`src/rtl/imem_boot_loader.sv`:
```
// imem_boot_loader: receives a framed byte stream (SYNC, LEN0, LEN1, data
// bytes, optional XOR checksum). It assembles little-endian 32-bit words,
// writes them to IMEM at byte addresses 0, 4, 8, ..., and holds the core in
// reset until a valid image has been loaded.
// The trailing checksum byte is included only when IMEM_BOOT_CHECKSUM_EN is
// defined.
module imem_boot_loader #(
  parameter int         addr_width_IMEM = 8,
  parameter logic [7:0] SYNC_BYTE       = 8'hA5
) (
  input  logic                       clk,
  input  logic                       async_reset_n,
  input  logic [7:0]                 rx_data,
  input  logic                       rx_valid,
  output logic                       rx_ready,
  input  logic                       start,
  output logic                       imem_we,
  output logic [addr_width_IMEM-1:0] imem_addr,
  output logic [31:0]                imem_wdata,
  output logic                       core_hold,
  output logic                       load_done,
  output logic                       load_err
);

  localparam logic [16:0] MAX_WORDS = 17'(1) << (addr_width_IMEM - 2);

  typedef enum logic [2:0] {
    S_SYNC = 3'd0,
    S_LEN0 = 3'd1,
    S_LEN1 = 3'd2,
    S_DATA = 3'd3,
`ifdef IMEM_BOOT_CHECKSUM_EN
    S_CSUM = 3'd4,
`endif
    S_DONE = 3'd5,
    S_ERR  = 3'd6
  } state_t;

  // State that follows the last data word (or an empty image).
`ifdef IMEM_BOOT_CHECKSUM_EN
  localparam state_t S_AFTER = S_CSUM;
`else
  localparam state_t S_AFTER = S_DONE;
`endif

  state_t                     r_state;
  state_t                     w_state_nxt;
  logic [15:0]                r_len;
  logic [15:0]                r_word_idx;
  logic [1:0]                 r_byte_cnt;
  logic [23:0]                r_shift;
`ifdef IMEM_BOOT_CHECKSUM_EN
  logic [7:0]                 r_csum;
`endif
  logic                       r_we;
  logic [addr_width_IMEM-1:0] r_addr;
  logic [31:0]                r_wdata;
  logic                       r_hold;
  logic                       r_done;
  logic                       r_err;

  logic                       w_acc;
  logic [15:0]                w_len_n;
  logic                       w_len_big;
  logic                       w_last_word;
  logic [addr_width_IMEM-1:0] w_addr;

  assign rx_ready    = (r_state != S_DONE) && (r_state != S_ERR);
  assign w_acc       = rx_valid & rx_ready;
  assign w_len_n     = {rx_data, r_len[7:0]};
  assign w_len_big   = {1'b0, w_len_n} > MAX_WORDS;
  assign w_last_word = (r_word_idx == (r_len - 16'd1));
  assign w_addr      = addr_width_IMEM'({r_word_idx, 2'b00});

  assign imem_we    = r_we;
  assign imem_addr  = r_addr;
  assign imem_wdata = r_wdata;
  assign core_hold  = r_hold;
  assign load_done  = r_done;
  assign load_err   = r_err;

  // State register.
  always_ff @(posedge clk or negedge async_reset_n) begin
    if (!async_reset_n) r_state <= S_SYNC;
    else                r_state <= w_state_nxt;
  end

  // Next-state decode: frame parsing and start re-arm.
  always_comb begin
    w_state_nxt = r_state;
    case (r_state)
      S_SYNC: if (w_acc && (rx_data == SYNC_BYTE)) w_state_nxt = S_LEN0;
      S_LEN0: if (w_acc) w_state_nxt = S_LEN1;
      S_LEN1: begin
        if (w_acc) begin
          if (w_len_big)              w_state_nxt = S_ERR;
          else if (w_len_n == 16'd0)  w_state_nxt = S_AFTER;
          else                        w_state_nxt = S_DATA;
        end
      end
      S_DATA: if (w_acc && (r_byte_cnt == 2'd3) && w_last_word) w_state_nxt = S_AFTER;
`ifdef IMEM_BOOT_CHECKSUM_EN
      S_CSUM: if (w_acc) w_state_nxt = (rx_data == r_csum) ? S_DONE : S_ERR;
`endif
      S_DONE: if (start) w_state_nxt = S_SYNC;
      S_ERR:  if (start) w_state_nxt = S_SYNC;
      default: w_state_nxt = S_SYNC;
    endcase
  end

  // Datapath: length capture, byte assembly, IMEM write strobe and status flags.
  always_ff @(posedge clk or negedge async_reset_n) begin
    if (!async_reset_n) begin
      r_len      <= '0;
      r_word_idx <= '0;
      r_byte_cnt <= '0;
      r_shift    <= '0;
`ifdef IMEM_BOOT_CHECKSUM_EN
      r_csum     <= '0;
`endif
      r_we       <= 1'b0;
      r_addr     <= '0;
      r_wdata    <= '0;
      r_hold     <= 1'b1;
      r_done     <= 1'b0;
      r_err      <= 1'b0;
    end else begin
      r_we <= 1'b0;
      case (r_state)
        S_LEN0: if (w_acc) r_len[7:0] <= rx_data;
        S_LEN1: begin
          if (w_acc) begin
            r_len[15:8] <= rx_data;
            r_word_idx  <= '0;
            r_byte_cnt  <= '0;
`ifdef IMEM_BOOT_CHECKSUM_EN
            r_csum      <= '0;
`endif
          end
        end
        S_DATA: begin
          if (w_acc) begin
`ifdef IMEM_BOOT_CHECKSUM_EN
            r_csum     <= r_csum ^ rx_data;
`endif
            r_byte_cnt <= r_byte_cnt + 2'd1;
            case (r_byte_cnt)
              2'd0: r_shift[7:0]   <= rx_data;
              2'd1: r_shift[15:8]  <= rx_data;
              2'd2: r_shift[23:16] <= rx_data;
              default: begin
                // Fourth byte completes the word; the write overlaps the next byte.
                r_we       <= 1'b1;
                r_wdata    <= {rx_data, r_shift};
                r_addr     <= w_addr;
                r_word_idx <= r_word_idx + 16'd1;
              end
            endcase
          end
        end
        default: ;
      endcase

      if ((w_state_nxt == S_DONE) && (r_state != S_DONE)) begin
        r_done <= 1'b1;
        r_hold <= 1'b0;
      end
      if ((w_state_nxt == S_ERR) && (r_state != S_ERR)) begin
        r_err  <= 1'b1;
        r_hold <= 1'b1;
        r_done <= 1'b0;
      end
      if (((r_state == S_DONE) || (r_state == S_ERR)) && start) begin
        r_done <= 1'b0;
        r_err  <= 1'b0;
        r_addr <= '0;
        r_hold <= 1'b1;
      end
    end
  end

endmodule
```
`config.mk`:
```
export PLATFORM = sky130hd
export DESIGN_NAME = imem_boot_loader
export DESIGN_NICKNAME = d
export VERILOG_FILES = /design/src/rtl/imem_boot_loader.sv
export SDC_FILE = /design/constraint.sdc
export NUM_CORES = 1
export LEC_CHECK = 0
export CORE_ASPECT_RATIO = 1.4
export CORE_MARGIN = 2
export CORE_UTILIZATION = 38
export DETAILED_ROUTE_END_ITERATION = 10
export PLACE_DENSITY_LB_ADDON = 0.12
export SETUP_SLACK_MARGIN = 0.3
export SLEW_MARGIN = 20
export SYNTH_ARGS = -nofsm -noshare
export SYNTH_HDL_FRONTEND = slang
export SYNTH_SLANG_ARGS = --single-unit
```
`constraint.sdc`:
```
create_clock -name clk -period 2.3 [get_ports clk]
set_input_delay 0.345 -clock clk [delete_from_list [all_inputs] [get_ports clk]]
set_output_delay 0.345 -clock clk [all_outputs]
set_load 0.02 [all_outputs]
```
==> impl_results.md, run 1 <==
* Clock share of power at 33.6%
* Violated checks: setup timing
* # DRC at 0
* Register share of total power at 45.3%
* R2R depth at 8
* Initial antenna violation count at 0
* Root Buffer Master: clkbuf_16
* Worst vdd ir at 0.000450 V
* Power per cell area at 683 nW/um2
* Remaining Overflow, GRT at 0
* Sequential share of the synthesized area at 52.5%
* DR WL/cell at 16.7 um
* Total track usage at 19.1%
* First-pass GRT wire length at 20800 um
* Sw Ratio at 30.4%
* Reg-to-reg endpoint: core_hold$_DFFE_PN1P_
* Netlist cell types at 56
* Core area at 12800 um2
* Synth Register Bits at 103
* Synth Cell Area at 4910 um2
* Post-synth EDFFs at 0
* Via count at 3901
* Critical path type: register to register
* Clock latency at the later pin of the worst-skew pair at 350 ps
* Vias in the first global route at 3983
* Synthesized area per cell at 9.85 um2
* CP Data Required Time at 2580 ps
* Reg2Reg Launch Point: r_len[3]$_DFFE_PN0P_
* H-tree depth at 3
* Crit share post-route at 106%
* Ys flop type: dfrtp_1
* Worst min-delay path class: primary input to asynchronous set/reset pin
* GRT busiest layer: met2
* Power share of the combinational group at 21.1%
* Fin util at 51.5%
* Via density at 5.06
* Synth area leaders: dfrtp_1, nand2_1, mux2_2, xor2_1, xnor2_1
* Worst EP arrival at 2720 ps
* I/O Buffers at 54
* Startpoint Class: register
* P_sw at 1.36 mW
* Met3 usage at 3.02%
* Area Overhead vs Synth at 33.6%
* Synth Warn # at 0
* Fin cells at 771
* First DRT Iteration DRCs at 158
* Setup violators final at 4
* Share of the synthesized area in the top cell type at 51.9%
* R2r setup slk at -140 ps
* RSZ-0062 raised after global routing: yes
* Max incr delay on CP at 620 ps
* Setup slack after layout at -144 ps
* Max Clock Freq at 409 MHz
* ANT cells at 0
* Die Height at 139 um
* CP Max Fanout at 5
* Final #Nets at 632
* Critical path's slowest cell: or4_4
* Share of layout cells above drive strength 1 at 25.6%
* CTS tree: yes
* Number of I/O pins at 57
* Fin. max-slew vios at 0
* Critical-path cell list: or4_4 > buf_4 > o21ai_2 > a31oi_2 > nor4b_2 > nor4b_2 > or2_2 > a31o_1
* First-pass detailed-route iteration total at 7
* Tmin final at 2440 ps
* Largest net degree at the start of global routing at 76
* Setup slack at placement at -536 ps
* Die area at 13900 um2
* DP HPWL at 9110 um
* Antenna Nets Post-Route at 0
* Placed insts at 743
* Critical path endpoint category: register
* GRT met2 Usage at 32.4%
* Status: complete, but fails checks
* GR Util met1 at 24.1%
* Post-synth top area cell: dfrtp_1
* Final hold violation count at 0
* P_int at 3.12 mW
* MaxCap Viol Count at 0
* Synth Instances at 499
* Design Power at 4.48 mW
* Clk buf depth at 2
* LEAKAGE at 3.17 nW
* Clock skew at 7.32 ps
* Top-count cell post-synth: nand2_1
* Async set or reset register ratio after synthesis at 100%
* CP dominant cell by count: nor4b_2
* CTS buffer count at 9
* Die Span X at 100 um
* Post-Route WL at 12900 um
* Commonest cells in the netlist: nand2_1, dfrtp_1, mux2_2
* Initial Util at 38.5%
* Row cnt at 49
* Clock slew at reported path FFs at 70 ps
* GP Congestion at 0.896
* Num Clock Sinks at 103
## area by class of cell
| type | count | area, um2 |
|---|---|---|
| timing repair buffer | 129 | 1130 |
| clock buffer | 10 | 229 |
| clock inverter | 6 | 62.6 |
| sequential | 103 | 2580 |
| fill | 1185 | 6190 |
| multi-input combinational | 359 | 2330 |
| tap | 153 | 191 |
| inverter | 11 | 42.5 |
## power by group through the flow
stage	Combinational, mW	Sequential [mW]	Clock (mW)
floorplan	0.478	2.07	0
global placement	0.877	2.06	0
detailed placement	0.884	2.06	0
CTS	0.903	2.03	1.56
global route	1.04	2.05	1.62
finish	0.946	2.03	1.51
## routing by layer
metal | part of all wire, % | up-vias
li1 | - | 1910
met1 | 42 | 1895
met2 | 52 | 74
met3 | 3.2 | 22
met4 | 3.2 | 0
met5 | 0 | -
## worst max-delay path by stage
stage	from	end
6_report	r_len[3]$_DFFE_PN0P_	core_hold$_DFFE_PN1P_
5_1_grt	r_len[3]$_DFFE_PN0P_	core_hold$_DFFE_PN1P_
4_1_cts	r_len[2]$_DFFE_PN0P_	core_hold$_DFFE_PN1P_
3_5_place_dp	rx_data[7]	core_hold$_DFFE_PN1P_
3_3_place_gp	rx_data[7]	core_hold$_DFFE_PN1P_
2_1_floorplan	r_len[9]$_DFFE_PN0P_	core_hold$_DFFE_PN1P_
## timing repair
| item | 4_1_cts | 5_1_grt |
|---|---|---|
| gates cloned | 0 | 1 |
| pin swaps | 2 | 6 |
| gates resized for setup | 9 | 20 |
| buffers inserted | 4 | 6 |
| setup endpoints to repair | 7 | 24 |
| hold buffers | 1 | 0 |
| hold endpoints to repair | 27 | 0 |
## cells by family (layout without fill, tap and decap cells)
logic type                 Yosys count  after routing  share of synthesized area (%)
and+or+nand+nor                    237            237                           22.5
DFF                                103            103                           52.5
AOI/OAI and AO/OA                   49             50                           6.75
buffers and inverters               39            156                           3.51
muxes                               33             33                           7.51
xor gates and xnor gates            30             30                           5.35
adders and majority gates            7              7                           1.78
other                                1              2                         0.0763
## metrics by stage
| stage | setup TNS (ps) | instance area, um2 | hold WS (ps) |
|---|---|---|---|
| floorplan | -46.9 | 4970 | 49.4 |
| global placement | -1520 | 6080 | 307 |
| detailed placement | -1690 | 6080 | 314 |
| CTS | -203 | 6420 | 473 |
| global route | -718 | 6560 | 490 |
| finish | -324 | 6560 | 464 |
## critical path: cells and delay by family, from the launching register on
family / cells / cell delay, ps
simple gates: 4 / 1330
compound gates: 3 / 490
flops: 1 / 390
buf+inv: 1 / 180
## flip-flops by register name (all words and copies together) (netlist names)
register	count
imem_addr	6
load_done	1
r_byte_cnt	2
core_hold	1
r_word_idx	16
r_state	3
imem_wdata	32
load_err	1
r_shift	24
imem_we	1
r_len	16
## cells in the final DEF, fill, tap and decap left out, drive strengths merged, types with 2 or more instances in the layout
master	netlist	layout
nand2	145	145
dfrtp	102	102
buf	8	75
clkdlybuf4s50	0	48
mux2	31	31
nor2	27	27
xor2	18	18
inv	10	13
xnor2	12	12
o21ai	12	12
clkbuf	20	11
nand4	9	9
a21oi	8	8
nand3	8	8
nand2b	7	7
a22o	7	7
ha	7	7
nor4	7	7
nor3	6	6
or3	5	5
nor2b	4	4
and3	4	4
or4	4	4
o31ai	4	4
clkinv	1	4
nand3b	3	3
o22ai	3	3
dlygate4sd2	0	3
a31oi	3	3
o2111ai	2	3
mux2i	2	2
nor4b	2	2
conb	1	2
a211oi	2	2
a31o	2	2
Note: power is estimated with default switching activity, not from simulation.
==> run 2, diff against run 1 <==
--- a/config.mk
+++ b/config.mk
@@ -8,6 +8,7 @@
 export CORE_ASPECT_RATIO = 1.4
 export CORE_MARGIN = 2
 export CORE_UTILIZATION = 38
+export CTS_BUF_LIST = sky130_fd_sc_hd__clkbuf_16
 export DETAILED_ROUTE_END_ITERATION = 10
 export PLACE_DENSITY_LB_ADDON = 0.12
 export SETUP_SLACK_MARGIN = 0.3
==> run 2 against run 1 <==
The flow still finishes with violations (setup timing). Core utilization unchanged. Final cell count unchanged. Worst hold slack about the same. Non-clock buffer count unchanged. Sequential share of layout area unchanged. Largest power group unchanged.
==> impl_results.md, run 2 (synthesized netlist as in run 1, its figures left out) <==
* H-tree depth at 3 (unchanged)
* Clk buf depth at 2 (unchanged)
* Via count at 3902 (+0.026%)
* Area Overhead vs Synth at 33.6% (unchanged)
* Most frequent cells in the layout: nand2_1, dfrtp_1, buf_4, clkdlybuf4s50_1, mux2_2
* Power per cell area at 683 nW/um2 (about the same)
* Worst EP arrival at 2720 ps (about the same)
* Setup slack after layout at -144 ps (+0.00100 ps)
* I/O Buffers at 54 (unchanged)
* Fillers at 1185 (unchanged)
* First-pass GRT wire length at 20800 um (unchanged)
* First DRT Iteration DRCs at 158 (unchanged)
* Startpoint Class: register
* Status: complete, but fails checks
* Largest register FFs at 32 (unchanged)
* GP Congestion at 0.896 (unchanged)
* Clock skew at 7.58 ps (+0.257 ps)
* Worst min-delay path class: primary input to asynchronous set/reset pin
* Core area at 12800 um2 (unchanged)
* Worst vdd ir at 0.000448 V (-0.39%)
* Crit share post-route at 106% (about the same)
* Clock slew at reported path FFs at 70 ps (about the same)
* Setup violators final at 4 (unchanged)
* Largest net degree at the start of global routing at 76 (unchanged)
* Most common cell after layout, fill and taps aside: nand2_1
* Antenna Nets Post-Route at 0 (unchanged)
* # DRC at 0 (unchanged)
* Fin. max-slew vios at 0 (unchanged)
* Share of layout cells above drive strength 1 at 25.6% (unchanged)
* Multi-input gate area at 2330 um2 (unchanged)
* Via density at 5.06 (about the same)
* Critical path type: register to register
* DR WL/cell at 16.7 um (about the same)
* Total track usage at 19.1% (unchanged)
* CTS buffer count at 9 (unchanged)
* Remaining Overflow, GRT at 0 (unchanged)
* ANT cells at 0 (unchanged)
* Root Buffer Master: clkbuf_16
* Post-Route WL at 12900 um (about the same)
* Initial antenna violation count at 0 (unchanged)
* Max Clock Freq at 409 MHz (unchanged)
* Design Power at 4.48 mW (about the same)
* Clock latency at the later pin of the worst-skew pair at 350 ps (about the same)
* Final #Nets at 632 (unchanged)
* Die Height at 139 um (unchanged)
* Final hold violation count at 0 (unchanged)
* CP Max Fanout at 5 (unchanged)
* Hold_ws at 464 ps (-0.0200 ps)
* DP HPWL at 9110 um (unchanged)
* RSZ-0062 raised after global routing: yes
* Die Span X at 100 um (unchanged)
* MaxCap Viol Count at 0 (unchanged)
* Vias in the first global route at 3983 (unchanged)
* Critical path endpoint category: register
* Initial Util at 38.5% (unchanged)
* CTS tree: yes
* CP Data Required Time at 2580 ps (about the same)
* Tmin final at 2440 ps (-0.00100 ps)
* LEAKAGE at 3.18 nW (+0.13%)
* First-pass detailed-route iteration total at 7 (unchanged)
* Reg area at 2580 um2 (unchanged)
* Row cnt at 49 (unchanged)
* Num Clock Sinks at 103 (unchanged)
* Number of I/O pins at 57 (unchanged)
* Die area at 13900 um2 (unchanged)
* Violated checks: setup timing
==> run 2: changes by cell type in the layout (fill, tap and decap cells not counted), sizes merged <==
cell	delta
clkbuf	-1
inv	+1
==> run 2: metrics by stage <==
stage               cell area [um2]  setup WS, ps  cells  setup TNS, ps  utilization (%)
floorplan                      4970         -46.9    500          -46.9                -
global placement               6080          -487    743          -1520             47.6
detailed placement             6080          -536    743          -1690             47.6
CTS                            6420          -113    764           -203             50.3
global route                   6560          -219    771           -718             51.5
finish                         6560          -144    771           -324             51.5
==> run 2: timing repair <==
| action | 4_1_cts | 5_1_grt |
|---|---|---|
| setup endpoints to repair | 7 | 24 |
| endpoints found under the hold margin | 27 | 0 |
| setup buffers | 4 | 6 |
| hold buffers | 1 | 0 |
| gates cloned | 0 | 1 |
| pin swaps | 2 | 6 |
| resized for setup | 9 | 20 |
==> run 2: path summary, 6_finish.rpt <==
path,from,endpoint,slack [ps],depth (start not counted)
worst max-delay path,r_len[3]$_DFFE_PN0P_,core_hold$_DFFE_PN1P_,-140,8
worst min-delay path,async_reset_n,r_word_idx[5]$_DFFE_PN0P_,460,2
worst max register to register,r_len[3]$_DFFE_PN0P_,core_hold$_DFFE_PN1P_,-140,8
worst min register to register,r_shift[14]$_DFFE_PN0P_,imem_wdata[14]$_DFFE_PN0P_,470,2
max in group asynchronous,async_reset_n,imem_wdata[24]$_DFFE_PN0P_,1110,3
min in group clk,r_shift[14]$_DFFE_PN0P_,imem_wdata[14]$_DFFE_PN0P_,470,2
==> run 2: routing by layer <==
metal / GRT usage (%) / vias to the layer above / share of wire (%)
met3: 3.02 / 22 / 3.2
met4: 7.64 / 0 / 3.2
met5: 0 / - / 0
met1: 24.1 / 1896 / 42
met2: 32.4 / 74 / 52
li1: - / 1910 / -
==> run 2: power breakdown <==
part	total (mW)	leakage [nW]	internal, mW	switching [mW]
clock	1.50	0.146	0.760	0.743
combinational	0.946	1.62	0.436	0.510
sequential	2.03	1.41	1.92	0.109
total	4.48	3.18	3.12	1.36
==> run 2: cell type report <==
cell class	count	area share, %
clock buffer	9	3.43
clock inverter	7	1.01
inverter	11	0.648
multi-input combinational	359	35.5
sequential	103	39.3
tap	153	2.92
timing repair buffer	129	17.2
==> run 2: worst max-delay path, cell delays in order (launching register included) <==
cell	delay, ps
dfrtp_1	390
or4_4	620
buf_4	180
o21ai_2	170
a31oi_2	130
nor4b_2	310
nor4b_2	90
or2_2	310
a31o_1	190
==> run 3, diff against run 2 <==
--- a/config.mk
+++ b/config.mk
@@ -8,7 +8,7 @@
 export CORE_ASPECT_RATIO = 1.4
 export CORE_MARGIN = 2
 export CORE_UTILIZATION = 38
-export CTS_BUF_LIST = sky130_fd_sc_hd__clkbuf_16
+export CTS_BUF_LIST = sky130_fd_sc_hd__clkbuf_8
 export DETAILED_ROUTE_END_ITERATION = 10
 export PLACE_DENSITY_LB_ADDON = 0.12
 export SETUP_SLACK_MARGIN = 0.3
==> run 3 against run 2 <==
The flow still finishes with violations (setup timing). Register-to-register slack worse by 20 ps. Clock skew is 1.5 ps higher. Maximum frequency is 0.67% lower. Design area is 1.1% lower. Flip-flop and latch count stayed put. Critical endpoint unchanged.
==> impl_results.md, run 3 (synthesized netlist as in run 1, its figures left out) <==
* Most frequent cells in the layout: nand2_1, dfrtp_1, buf_4, clkdlybuf4s50_1, mux2_2
* Fillers at 1205 (+1.7%)
* Worst EP arrival at 2780 ps (+60 ps)
* Remaining Overflow, GRT at 0 (unchanged)
* MaxCap Viol Count at 0 (unchanged)
* Core area at 12800 um2 (unchanged)
* Largest register FFs at 32 (unchanged)
* Critical path endpoint category: register
* Power per cell area at 634 nW/um2 (-7.0%)
* Setup slack after layout at -161 ps (-16.6 ps)
* Tmin final at 2460 ps (+16.6 ps)
* Clock skew at 9.05 ps (+1.47 ps)
* Share of layout cells above drive strength 1 at 26.1% (+0.56 points)
* Vias in the first global route at 3958 (-0.63%)
* First DRT Iteration DRCs at 130 (-18%)
* Initial antenna violation count at 0 (unchanged)
* Antenna Nets Post-Route at 0 (unchanged)
* Total track usage at 19.0% (-0.042 points)
* Worst path buffer plus inverter count at 1 (unchanged)
* Startpoint Class: register
* Setup TNS at -396 ps (-72.0 ps)
* H-tree depth at 3 (unchanged)
* I/O Buffers at 54 (unchanged)
* Num Clock Sinks at 103 (unchanged)
* Fin util at 50.9% (-0.57 points)
* Critical path's slowest cell: or4_4
* RSZ-0062 raised after global routing: yes
* Root Buffer Master: clkbuf_8
* Final #Nets at 634 (+0.32%)
* Initial Util at 38.5% (unchanged)
* First-pass detailed-route iteration total at 6 (-1)
* Most common cell after layout, fill and taps aside: nand2_1
* Max Clock Freq at 406 MHz (-0.67%)
* GP Congestion at 0.896 (unchanged)
* Status: complete, but fails checks
* Fin cells at 773 (+0.26%)
* Via count at 3910 (+0.21%)
* CP Data Required Time at 2620 ps (+40 ps)
* Setup violators final at 3 (-1)
* Largest net degree at the start of global routing at 76 (unchanged)
* Die Height at 139 um (unchanged)
* Crit path max-delay family: simple AND/OR/NAND/NOR gates
* Critical-path cell list: or4_4 > buf_4 > o21ai_4 > a31oi_4 > nor4b_4 > nor4b_2 > or2_2 > a31o_1
* Placed insts at 743 (unchanged)
* Fin. max-slew vios at 0 (unchanged)
* Area Overhead vs Synth at 32.1%
* Clk buf depth at 2 (unchanged)
* First-pass GRT wire length at 20800 um (+0.27%)
* Post-Route WL at 13100 um (+1.4%)
* Clock slew at reported path FFs at 110 ps (+40 ps)
* DR WL/cell at 16.9 um (+1.2%)
* Die area at 13900 um2 (unchanged)
* Critical path type: register to register
* Violated checks: setup timing
* # DRC at 0 (unchanged)
* Via density at 5.06 (about the same)
* Row cnt at 49 (unchanged)
* Die Span X at 100 um (unchanged)
* ANT cells at 0 (unchanged)
* DP HPWL at 9110 um (unchanged)
* Crit share post-route at 107% (+0.72 points)
* Max incr delay on CP at 610 ps (about the same)
* CTS buffer count at 9 (unchanged)
* Worst vdd ir at 0.000263 V (-41%)
* Clock latency at the later pin of the worst-skew pair at 380 ps (+30 ps)
* Worst min-delay path class: primary input to asynchronous set/reset pin
* Number of I/O pins at 57 (unchanged)
* CP Max Fanout at 5 (unchanged)
* Final hold violation count at 0 (unchanged)
* LEAKAGE at 3.13 nW (-1.5%)
* CTS tree: yes
## run 3: area by class of cell
cell class,instances,area (um2),share of cell area [%]
Clock inverter,7,66.3,1.02
Multi-Input combinational cell,359,2340,36.1
Tap cell,153,191,2.95
Inverter,11,42.5,0.655
Sequential cell,103,2580,39.7
Timing Repair Buffer,131,1140,17.6
Clock buffer,9,124,1.91
## run 3: final timing paths
check,from,endpoint,slack (ps),cells after the start
worst max-delay path,r_len[2]$_DFFE_PN0P_,core_hold$_DFFE_PN1P_,-160,8
worst min-delay path,async_reset_n,r_word_idx[5]$_DFFE_PN0P_,420,2
worst max register to register,r_len[2]$_DFFE_PN0P_,core_hold$_DFFE_PN1P_,-160,8
worst min register to register,r_shift[20]$_DFFE_PN0P_,imem_wdata[20]$_DFFE_PN0P_,470,2
max in group asynchronous,async_reset_n,r_shift[17]$_DFFE_PN0P_,1150,3
min in group clk,r_shift[20]$_DFFE_PN0P_,imem_wdata[20]$_DFFE_PN0P_,470,2
## run 3: repair_timing
item                                    in CTS  in global routing
gates resized for setup                     11                 21
hold buffers                                 1                  0
pin swaps                                    2                  6
hold endpoints to repair                    27                  0
endpoints found under the setup margin       7                 21
setup buffers                                6                  6
cloned                                       0                  1
## run 3: per-stage QoR
| step | hold WS (ps) | worst slack (ps) | total power, mW | instance area, um2 |
|---|---|---|---|---|
| final | 420 | -161 | 4.12 | 6490 |
| after global routing | 455 | -235 | 4.33 | 6490 |
| after CTS | 429 | -103 | 4.12 | 6330 |
| after detailed placement | 314 | -536 | 2.95 | 6080 |
| after global placement | 307 | -487 | 2.94 | 6080 |
| after floorplan | 49.4 | -46.9 | 2.55 | 4970 |
## run 3: per-layer routing
metal / part of all wire, % / track usage (%)
met3: 2.8 / 2.82
met5: 0 / 0
met4: 2.1 / 6.78
met2: 53 / 32.8
met1: 42 / 24.2
## run 3: report_power, final
part           internal [mW]  switching, mW
Sequential              1.92          0.107
Clock                  0.419          0.709
Combinational          0.451          0.511
Total                   2.79           1.33
